`src/rtl/hamming_enc_pipe_pkg.sv`:
```
// Shared Hamming code helpers: parity-count sizing and a golden encoder.
// Both the pipelined encoder and the future decoder use these functions.
package hamming_pkg;

  // Widest codeword the helpers handle (DATA_W=57, SECDED=1 -> 64 bits).
  localparam int MAX_CODE_W = 64;

  // Smallest p with 2^p >= data_w + p + 1.
  function automatic int hamming_p(input int data_w);
    int p;
    p = 1;
    while ((1 << p) < data_w + p + 1) p++;
    return p;
  endfunction

  // True when x is a power of two, i.e. x is a parity position.
  function automatic bit is_pow2(input int x);
    return (x > 0) && ((x & (x - 1)) == 0);
  endfunction

  // Places data LSB-first into non-power-of-two positions, then fills the
  // parity positions with even parity and optionally the overall parity bit.
  function automatic logic [MAX_CODE_W-1:0] hamming_encode(
    input logic [MAX_CODE_W-1:0] data,
    input int                    data_w,
    input bit                    secded
  );
    logic [MAX_CODE_W-1:0] cw;
    logic [5:0]            di;
    logic                  par;
    int                    p;
    cw = '0;
    di = '0;
    p  = hamming_p(data_w);
    for (int i = 0; i < MAX_CODE_W; i++) begin
      if ((i < data_w + p) && !is_pow2(i + 1)) begin
        cw[6'(i)] = data[di];
        di        = di + 6'd1;
      end
    end
    for (int k = 0; k < 7; k++) begin
      if (k < p) begin
        par = 1'b0;
        for (int i = 0; i < MAX_CODE_W; i++) begin
          if ((i < data_w + p) && !is_pow2(i + 1) && ((((i + 1) >> k) & 1) == 1))
            par = par ^ cw[6'(i)];
        end
        cw[6'((1 << k) - 1)] = par;
      end
    end
    if (secded) cw[6'(data_w + p)] = ^cw;
    return cw;
  endfunction

endpackage

```
`src/rtl/hamming_enc_pipe_if.sv`:
```
// Stream bundle for the Hamming encoder: upstream word + injection controls,
// downstream codeword, and the valid/ready pairs in both directions.
interface hamming_enc_pipe_if #(
  parameter int DATA_W = 16,
  parameter int SECDED = 1
);
  import hamming_pkg::*;

  localparam int CODE_W = DATA_W + hamming_p(DATA_W) + SECDED;
  localparam int POS_W  = $clog2(CODE_W);

  logic [DATA_W-1:0] i_data;
  logic              i_valid;
  logic              o_ready;
  logic              inj_en;
  logic [POS_W-1:0]  inj_pos;
  logic              inj_double;
  logic [CODE_W-1:0] o_data;
  logic              o_valid;
  logic              i_ready;

  // Environment side: produces words, consumes codewords.
  modport master (
    output i_data, i_valid, inj_en, inj_pos, inj_double, i_ready,
    input  o_ready, o_data, o_valid
  );

  // Encoder side.
  modport slave (
    input  i_data, i_valid, inj_en, inj_pos, inj_double, i_ready,
    output o_ready, o_data, o_valid
  );

endinterface

```
`src/rtl/hamming_enc_pipe_inj.sv`:
```
// Combinational error injector: flips one codeword bit, optionally also the
// next bit (wrapping to bit 0). Out-of-range positions leave the word intact.
module hamming_inj #(
  parameter int CODE_W = 22,
  parameter int POS_W  = 5
) (
  input  logic [CODE_W-1:0] code_i,
  input  logic              en_i,
  input  logic [POS_W-1:0]  pos_i,
  input  logic              double_i,
  output logic [CODE_W-1:0] code_o
);

  logic [CODE_W-1:0] mask;
  logic [POS_W-1:0]  pos_nxt;
  logic              in_range;

  // Build the flip mask from position, wrap-around neighbour and enables.
  always_comb begin
    in_range = int'(pos_i) < CODE_W;
    pos_nxt  = (int'(pos_i) == CODE_W - 1) ? '0 : pos_i + 1'b1;
    mask     = '0;
    if (en_i && in_range) begin
      mask = CODE_W'(1) << pos_i;
      if (double_i) mask = mask | (CODE_W'(1) << pos_nxt);
    end
    code_o = code_i ^ mask;
  end

endmodule

```
`src/rtl/hamming_enc_pipe.sv`:
```
// Two-stage pipelined Hamming/SECDED encoder with valid/ready backpressure,
// per-word error injection and a wrapping count of delivered codewords.
module hamming_enc_pipe
  import hamming_pkg::*;
#(
  parameter int DATA_W = 16,
  parameter int SECDED = 1,
  parameter int CNT_W  = 16
) (
  input  logic              clk,
  input  logic              rst,
  hamming_enc_pipe_if.slave bus,
  output logic [CNT_W-1:0]  o_word_cnt
);

  localparam int CODE_W = DATA_W + hamming_p(DATA_W) + SECDED;
  localparam int POS_W  = $clog2(CODE_W);

  logic              vld_p1_q;
  logic              vld_p2_q;
  logic [DATA_W-1:0] data_p1_q;
  logic              inj_en_p1_q;
  logic [POS_W-1:0]  inj_pos_p1_q;
  logic              inj_dbl_p1_q;
  logic [CODE_W-1:0] enc_p1;
  logic [CODE_W-1:0] code_p2_d;
  logic [CODE_W-1:0] code_p2_q;
  logic [CNT_W-1:0]  cnt_q;
  logic              s1_adv;
  logic              s2_adv;
  logic              accept;

  // A stage may load when it is empty or its content moves on this cycle;
  // o_ready depends only on occupancy and i_ready, never on i_valid.
  assign s2_adv = !vld_p2_q || bus.i_ready;
  assign s1_adv = !vld_p1_q || s2_adv;
  assign accept = bus.i_valid && s1_adv;

  assign bus.o_ready = s1_adv;
  assign bus.o_valid = vld_p2_q;
  assign bus.o_data  = code_p2_q;
  assign o_word_cnt  = cnt_q;

  // Parity generation on the S1 word; injection is applied afterwards so it
  // can never disturb the parity bits that were computed.
  assign enc_p1 = CODE_W'(hamming_encode(MAX_CODE_W'(data_p1_q), DATA_W, SECDED != 0));

  hamming_inj #(
    .CODE_W (CODE_W),
    .POS_W  (POS_W)
  ) u_inj (
    .code_i   (enc_p1),
    .en_i     (inj_en_p1_q),
    .pos_i    (inj_pos_p1_q),
    .double_i (inj_dbl_p1_q),
    .code_o   (code_p2_d)
  );

  // Stage occupancy flags; reset discards any in-flight words.
  always_ff @(posedge clk) begin
    if (rst) begin
      vld_p1_q <= 1'b0;
      vld_p2_q <= 1'b0;
    end else begin
      if (s1_adv) vld_p1_q <= bus.i_valid;
      if (s2_adv) vld_p2_q <= vld_p1_q;
    end
  end

  // ---- S1: capture data word and injection controls on accept ----
  always_ff @(posedge clk) begin
    if (accept) begin
      data_p1_q    <= bus.i_data;
      inj_en_p1_q  <= bus.inj_en;
      inj_pos_p1_q <= bus.inj_pos;
      inj_dbl_p1_q <= bus.inj_double;
    end
  end

  // ---- S2: register encoded (and possibly corrupted) codeword ----
  always_ff @(posedge clk) begin
    if (rst) begin
      code_p2_q <= '0;
    end else if (s2_adv && vld_p1_q) begin
      code_p2_q <= code_p2_d;
    end
  end

  // Count completed downstream transfers, wrapping naturally.
  always_ff @(posedge clk) begin
    if (rst) begin
      cnt_q <= '0;
    end else if (vld_p2_q && bus.i_ready) begin
      cnt_q <= cnt_q + 1'b1;
    end
  end

endmodule

```
`src/flat_wrapper.sv`:
```
// flat-port wrapper written by rule: the top's interface ports become plain ports
module hamming_enc_pipe_flat import hamming_pkg::*;
#(
  parameter int DATA_W = 16,
  parameter int SECDED = 1,
  parameter int CNT_W  = 16
)
  (clk, rst, o_word_cnt, bus_i_data, bus_i_valid, bus_inj_en, bus_inj_pos, bus_inj_double, bus_i_ready, bus_o_ready, bus_o_data, bus_o_valid);
  hamming_enc_pipe_if #(.DATA_W(DATA_W), .SECDED(SECDED)) bus_i ();
  input  logic clk;
  input  logic rst;
  output logic [CNT_W-1:0] o_word_cnt;
  input wire logic [$bits(bus_i.i_data)-1:0] bus_i_data;
  input wire logic [$bits(bus_i.i_valid)-1:0] bus_i_valid;
  input wire logic [$bits(bus_i.inj_en)-1:0] bus_inj_en;
  input wire logic [$bits(bus_i.inj_pos)-1:0] bus_inj_pos;
  input wire logic [$bits(bus_i.inj_double)-1:0] bus_inj_double;
  input wire logic [$bits(bus_i.i_ready)-1:0] bus_i_ready;
  output wire logic [$bits(bus_i.o_ready)-1:0] bus_o_ready;
  output wire logic [$bits(bus_i.o_data)-1:0] bus_o_data;
  output wire logic [$bits(bus_i.o_valid)-1:0] bus_o_valid;
  assign bus_i.i_data = bus_i_data;
  assign bus_i.i_valid = bus_i_valid;
  assign bus_i.inj_en = bus_inj_en;
  assign bus_i.inj_pos = bus_inj_pos;
  assign bus_i.inj_double = bus_inj_double;
  assign bus_i.i_ready = bus_i_ready;
  assign bus_o_ready = bus_i.o_ready;
  assign bus_o_data = bus_i.o_data;
  assign bus_o_valid = bus_i.o_valid;
  hamming_enc_pipe #(.DATA_W(DATA_W), .SECDED(SECDED), .CNT_W(CNT_W)) u_core (.clk(clk), .rst(rst), .bus(bus_i), .o_word_cnt(o_word_cnt));
endmodule
```
`config.mk`:
```
export PLATFORM = sky130hd
export DESIGN_NAME = hamming_enc_pipe_flat
export DESIGN_NICKNAME = d
export VERILOG_FILES = /design/src/rtl/hamming_enc_pipe_pkg.sv /design/src/rtl/hamming_enc_pipe_if.sv /design/src/rtl/hamming_enc_pipe_inj.sv /design/src/rtl/hamming_enc_pipe.sv /design/src/flat_wrapper.sv
export SDC_FILE = /design/constraint.sdc
export NUM_CORES = 1
export LEC_CHECK = 0
export BUFFER_PORTS_ARGS = -buffer_cell sky130_fd_sc_hd__buf_2
export CAP_MARGIN = 25
export CELL_PAD_IN_SITES_DETAIL_PLACEMENT = 1
export CELL_PAD_IN_SITES_GLOBAL_PLACEMENT = 2
export CORE_ASPECT_RATIO = 0.6
export CORE_MARGIN = 8
export CORE_UTILIZATION = 32
export CTS_CLUSTER_DIAMETER = 40
export DETAILED_ROUTE_END_ITERATION = 10
export MAX_ROUTING_LAYER = met4
export PLACE_DENSITY_LB_ADDON = 0.1
export SYNTH_ARGS = -nofsm -noshare
export SYNTH_HDL_FRONTEND = slang
export SYNTH_HIERARCHICAL = 1
export SYNTH_SLANG_ARGS = --single-unit
```
`constraint.sdc`:
```
create_clock -name clk -period 2.5 [get_ports clk]
set_clock_uncertainty 0.05 [all_clocks]
set_input_delay 0.5 -clock clk [delete_from_list [all_inputs] [get_ports clk]]
set_output_delay 0.5 -clock clk [all_outputs]
set_load 0.05 [all_outputs]
```
Yosys cells after proc, flatten, opt, wreduce, memory -nomap -nowiden
Index checks and enable logic that the tools add are counted.
- bitwise gates (word level): 37
- magnitude comparators: 1
- equal/unequal tests: 1
- shift operators: 2
- reductions and logical operators: 9
- muxes and demuxes: 3
- add/subtract/negate cells: 2
- operator list (kind ; count):
    $reduce_xor 64->1 ; 1
    $mux 22 ; 2
    $shl 1x5->22 const A ; 2
    $xor 1x1->1 ; 35
    $or 22x22->22 ; 1
    $xor 22x22->22 ; 1
    $add 16x1->16 const B ; 1
    $add 5x1->5 const B ; 1
    $eq 5x5->1 const B ; 1
    $lt 5x5->1 const B ; 1
    $mux 5 ; 1
    $logic_and 1x1->1 ; 4
    $logic_not 1->1 ; 2
    $logic_or 1x1->1 ; 2
- input port bits: 27
- word-level logic and storage cells: 63
- flip-flop bits (word level): 63
- output and inout port bits: 40

Depth between registers and ports, before layout
- word-level depth: 11
- depth in mapped cells: 11
- mapped depth without buffers: 9

Hierarchy
Netlist, hierarchy kept.
- modules (own cells, without submodules) (module ; area an instance (um^2) ; cells each ; seq. area each (um^2) ; instances):
    hamming_enc_pipe ; 2506.2 ; 233 ; 1491.4 ; 1
    hamming_inj ; 857.1 ; 124 ; 0.0 ; 1

Worst setup path before layout
Ideal clock, no wire load.
- path type: register -> register
- from: register u_core.inj_pos_p1_q[0]
- to: register u_core.code_p2_q[12] (netlist: u_core/bus.o_data[12])
- setup slack: 0.242 ns
- clock period less this slack: 2.258 ns
- arrival time: 2.137 ns
- path buffers: 1
- library setup time: 0.070 ns
- cell stages (with the launch flop): 10
- required time: 2.380 ns
- cells stage by stage: edfxtp_1 ha_1 ha_1 clkbuf_1 nor2_1 nand4_1 o32ai_1 xor2_1 nand2_1 a21oi_1
- cells in the longest elaborated chain, start to end: 7
- elaborated cells between the ends (all ways): 11
- those cells by class: 1 x add/sub; 1 x order compare; 1 x eq/ne; 2 x shift; 3 x mux; 2 x bitwise; 1 x reduce/logical
- RTL lines (item ; RTL line ; text):
    start, declared ; hamming_enc_pipe.sv:23 ; logic [POS_W-1:0] inj_pos_p1_q;
    start signal, assigned ; hamming_enc_pipe.sv:75 ; inj_pos_p1_q <= bus.inj_pos;
    $add 5x1->5 or $eq 5x5->1 (tied branches) ; hamming_enc_pipe_inj.sv:21 ; pos_nxt = (int'(pos_i) == CODE_W - 1) ? '0 : pos_i + 1'b1;
    $mux 5 ; hamming_enc_pipe_inj.sv:21 ;
    $shl 1x5->22 ; hamming_enc_pipe_inj.sv:25 ; if (double_i) mask = mask | (CODE_W'(1) << pos_nxt);
    $or 22x22->22 ; hamming_enc_pipe_inj.sv:25 ;
    $mux 22 ; hamming_enc_pipe_inj.sv:25 ;
    $mux 22 * ; hamming_enc_pipe_inj.sv:23 ; if (en_i && in_range) begin
    $xor 22x22->22 * ; hamming_enc_pipe_inj.sv:27 ; code_o = code_i ^ mask;
    via u_core.code_p2_d[12] ; hamming_enc_pipe.sv:26 ; logic [CODE_W-1:0] code_p2_d;
    end signal, assigned ; hamming_enc_pipe.sv:85 ; code_p2_q <= code_p2_d;
    end, declared ; hamming_enc_pipe.sv:27 ; logic [CODE_W-1:0] code_p2_q;
The timed path passes the listed nets; every way through them passes the cells marked *.
A chain may end at the register's enable or synchronous reset.

Worst setup path in the final report
- from: register u_core.data_p1_q[9]
- to: register u_core.code_p2_q[21] (netlist: u_core/bus.o_data[21])
- cells in the longest elaborated chain, start to end: 6
- elaborated cells between the ends (all ways): 12
- those cells by class: 11 x bitwise; 1 x reduce/logical
- RTL lines (item ; RTL line ; text):
    start, declared ; hamming_enc_pipe.sv:21 ; logic [DATA_W-1:0] data_p1_q;
    start signal, assigned ; hamming_enc_pipe.sv:73 ; data_p1_q <= bus.i_data;
    $xor 1x1->1 (4 in a row) ; hamming_enc_pipe_pkg.sv:46 ; par = par ^ cw[6'(i)];
    via u_core.enc_p1[1] ; hamming_enc_pipe.sv:25 ; logic [CODE_W-1:0] enc_p1;
    $reduce_xor 64->1 ; hamming_enc_pipe_pkg.sv:51 ; if (secded) cw[6'(data_w + p)] = ^cw;
    via u_core.enc_p1[21] ; hamming_enc_pipe.sv:25 ;
    $xor 22x22->22 ; hamming_enc_pipe_inj.sv:27 ;
    via u_core.code_p2_d[21] ; hamming_enc_pipe.sv:26 ;
The timed path passes the listed nets, and every way through them passes these cells.

==> impl_metrics.csv <==
group,metric,value,unit
logic_synthesis,ys_ff_latch,63,
sta,relSlewSlack,0.4844,
clocking,cts_root_buf,"clkbuf_16",
setup_path,cp_max_fo,3,
hold_path,min_to,"u_core/inj_pos_p1_q[1]",
placed_design,place_inst,578,
placed_design,numPortBuffers,66,
global_routing,grt_antenna_before_repair,0,
finish,layout-drive-gt1-share,0.2835,
finish,final_util,0.4236,
global_routing,first_global_vias,2975,
floorplanning,die_h,95.41,um
route,drcViolationCount,0,
sta,final_hold_viol_count,0,
clocking,clk_pin_slew_worst_paths,0.06,ns
setup_path,cp_top_family,"XOR/XNOR gates",
logic_synthesis,muxShareOfSynthArea,0.003348,
finish,antenna_cells,0,
setup_path,worstSetupPathType,"reg2reg",
global_routing,grt_remaining_overflow,0,
setup_path,startpoint_type,"flop",
logic_synthesis,synth_xor_area_frac,0.1812,
placed_design,gp_congestion,0.9392,
clocking,cts.path.max_buffers,2,
setup_path,timing.critical_path.cells,"xnor2_1 > xnor3_2 > xnor2_4 > xnor3_1 > xor2_1 > nand2_1 > a21oi_1",
sta,clock.fmax,0.4131,GHz
setup_path,crit_buf_inv,0,
setup_path,critical_path_arrival,2.54,ns
finish,area_delta_synth_final,31.18,%
logic_synthesis,syn_area,0.003363,mm2
logic_synthesis,synthCells,357,
sta,slew_violations,0,
finish,multi_input_area,0.001868,mm2
logic_synthesis,seq_area_frac_synth,0.4435,
power,power_density,692.3,mW/mm2
run,drv_cap,0,
sta,min_period_over_period,0.9683,
placed_design,hpwl,8.490,mm
setup_path,r2r_end,"u_core/bus.o_data[21]",
finish,final_nets,484,
clocking,cts_sinks,63,
logic_synthesis,syn_area_per_cell,9.421,um2
logic_synthesis,ys.flop_type,"dfxtp_1",
logic_synthesis,synth-compound-area-share,0.1231,
route,firstDrtPassIters,4,
floorplanning,initial_core_util,0.3230,
logic_synthesis,synth_edf_count,23,
logic_synthesis,yosys.area.top_type,"dfxtp_1",
floorplanning,die_w,148.4,um
setup_path,r2r_setup_slack,0.08,ns
setup_path,reg2regPathDepth,7,
finish,seq_area,0.001491,mm2
logic_synthesis,async_flop_share,0,
logic_synthesis,synth_nets,391,
finish,finalNonFillerCells,594,
route,wire_per_inst,18.31,um
setup_path,rr_startpoint,"u_core/data_p1_q[9]",
status,status,"finished, final reports clean",
finish,final_cell_mix,"66 x buf_2, 66 x nand2_1, 40 x dfxtp_1",
power,power_switching,0.8715,mW
finish,fillCellCount,1215,
clocking,post_cts_buffers,0,
route,drt-initial-drc-count,177,
power,power.total,3.054,mW
setup_path,critPathCaptureType,"flop",
logic_synthesis,yosys-top-cells-area,"dfxtp_1 24%, edfxtp_1 21%, xnor2_1 7.6%",
route,final_antenna_net_count,0,
power,power_frac_clock,0.403,
sta,worstMarginPinSlew,0.7733,ns
clocking,ctsHoldBuffers,0,
route,num_vias,2895,
placed_design,place_ws,0.02248,ns
sta,rsz0062_at_grt,"yes",
sta,post-route-min-period,2.421,ns
logic_synthesis,synthSimpleGateAreaFrac,0.1983,
sta,fin_ws,0.07933,ns
power,sw_frac_of_total,0.2853,
clocking,clk_latency,0.33,ns
hold_path,hold_path_depth,1,
setup_path,cp_slowest_cell,"edfxtp_1",
logic_synthesis,ys_warn_count,6,
clocking,cts_tree,"built",
setup_path,crit_cells,7,
global_routing,grt_pass1_wl,17.13,mm
floorplanning,die_area,0.01415,mm2
route,routed_wl,10.87,mm
power,combPwrFrac,0.215,
power,p_int,2.183,mW
logic_synthesis,yosysUniqueCellTypes,45,
hold_path,worstHoldPathType,"in2reg",
floorplanning,ios,67,
setup_path,max_stage_delay,0.48,ns
setup_path,worstPathRequired,2.62,ns
global_routing,grt_use_total,0.1633,
logic_synthesis,synth_top_family_by_area,"simple AND/OR/NAND/NOR gates",
logic_synthesis,synth_top_area_frac,0.2381,
power,total_leakage_power,1.817,nW
sta,setup_viol,0,
route,via_per_inst,4.874,
global_routing,grt_max_degree,41,
power,power_frac_seq,0.383,
floorplanning,fp.coreArea,0.01041,mm2
hold_path,min_from,"bus_inj_pos[1]",
floorplanning,rows,29,
power,peakVddDrop,0.3435,mV
clocking,cts-htree-levels,3,
clocking,cts_buffers,9,
logic_synthesis,synthAdderAreaFrac,0.02604,
power groups by stage:
stage	logic, mW	clock network (mW)	registers [mW]
CTS	0.643	1.27	1.17
finish	0.656	1.23	1.17
detailed placement	0.639	0	1.19
floorplan	0.355	0	1.28
global placement	0.637	0	1.19
global route	0.710	1.31	1.18
per-layer routing:
layer	part of all wire	wire, um	global-route usage	vias up
met5	0	0	-	-
li1	-	-	-	1431
met1	0.57	6174	0.2426	1393
met3	0.048	524	0.04171	5
met2	0.38	4122	0.2118	66
met4	0.0049	53	0.03544	0
layout make-up:
class                   instances  share of cell area
multi-input cells             273              0.4234
flip-flops and latches         63              0.3381
inverters                       7            0.005956
repair buffers                 96              0.1259
clock inverters                 2            0.002552
clock buffers                  14             0.06466
well taps                     139             0.03942
sequential cells by signal, indices dropped and copies added (netlist names):
| signal | count |
|---|---|
| u_core/bus.o_data | 22 |
| u_core/data_p1_q | 16 |
| u_core/o_word_cnt | 16 |
| u_core/inj_pos_p1_q | 5 |
| u_core/bus.o_valid | 1 |
| u_core/inj_dbl_p1_q | 1 |
| u_core/inj_en_p1_q | 1 |
| u_core/vld_p1_q | 1 |
cells in the mapped netlist (2+ instances only):
| library cell | count |
|---|---|
| o32ai_1 | 3 |
| xnor2_1 | 29 |
| buf_2 | 3 |
| and4_1 | 4 |
| a21oi_1 | 36 |
| a32oi_1 | 2 |
| dfxtp_1 | 40 |
| nand2b_1 | 2 |
| and3_1 | 4 |
| o22ai_1 | 2 |
| a22oi_1 | 4 |
| clkbuf_1 | 11 |
| or3_1 | 4 |
| nor2_1 | 20 |
| and2_1 | 3 |
| ha_1 | 7 |
| nand3_1 | 9 |
| edfxtp_1 | 23 |
| nand4b_1 | 2 |
| xor2_1 | 27 |
| nor3_1 | 5 |
| xnor3_1 | 3 |
| nand4_1 | 8 |
| nand2_1 | 67 |
| o21ai_0 | 5 |
| inv_1 | 7 |
| nor2b_1 | 8 |
| o21ai_1 | 2 |
how the worst max path moves through the flow:
stage                           startpoint               endpoint  slack, ns
detailed placement  u_core/inj_pos_p1_q[0]  u_core/bus.o_data[12]       0.02
global route        u_core/inj_pos_p1_q[1]   u_core/bus.o_data[1]      -0.01
finish                 u_core/data_p1_q[9]  u_core/bus.o_data[21]       0.08
global placement    u_core/inj_pos_p1_q[0]  u_core/bus.o_data[12]      0.009
floorplan           u_core/inj_pos_p1_q[0]  u_core/bus.o_data[12]       0.24
CTS                    u_core/data_p1_q[9]  u_core/bus.o_data[21]       0.03
cells by family after synthesis:
kind of cell / after synthesis
fa+ha+maj: 7
compound gates: 64
simple gates: 140
flops: 63
mux: 1
buf+inv: 21
xor+xnor: 61
repair_timing:
item / CTS / global route
setup endpoints to repair: 1 / 7
resized for setup: 1 / 13
pin swaps: 0 / 5
stage by stage:
| stage | hold slack [ns] | area (um2) | TNS (ns) |
|---|---|---|---|
| 6_report | 0.2958 | 4412 | 0 |
| 3_3_place_gp | 0.3904 | 4036 | 0 |
| 2_1_floorplan | 0.4460 | 3363 | 0 |
| 5_1_grt | 0.2849 | 4412 | -0.01903 |
| 4_1_cts | 0.2836 | 4335 | 0 |
| 3_5_place_dp | 0.3977 | 4036 | 0 |
Note: power is estimated with default switching activity, not from simulation.
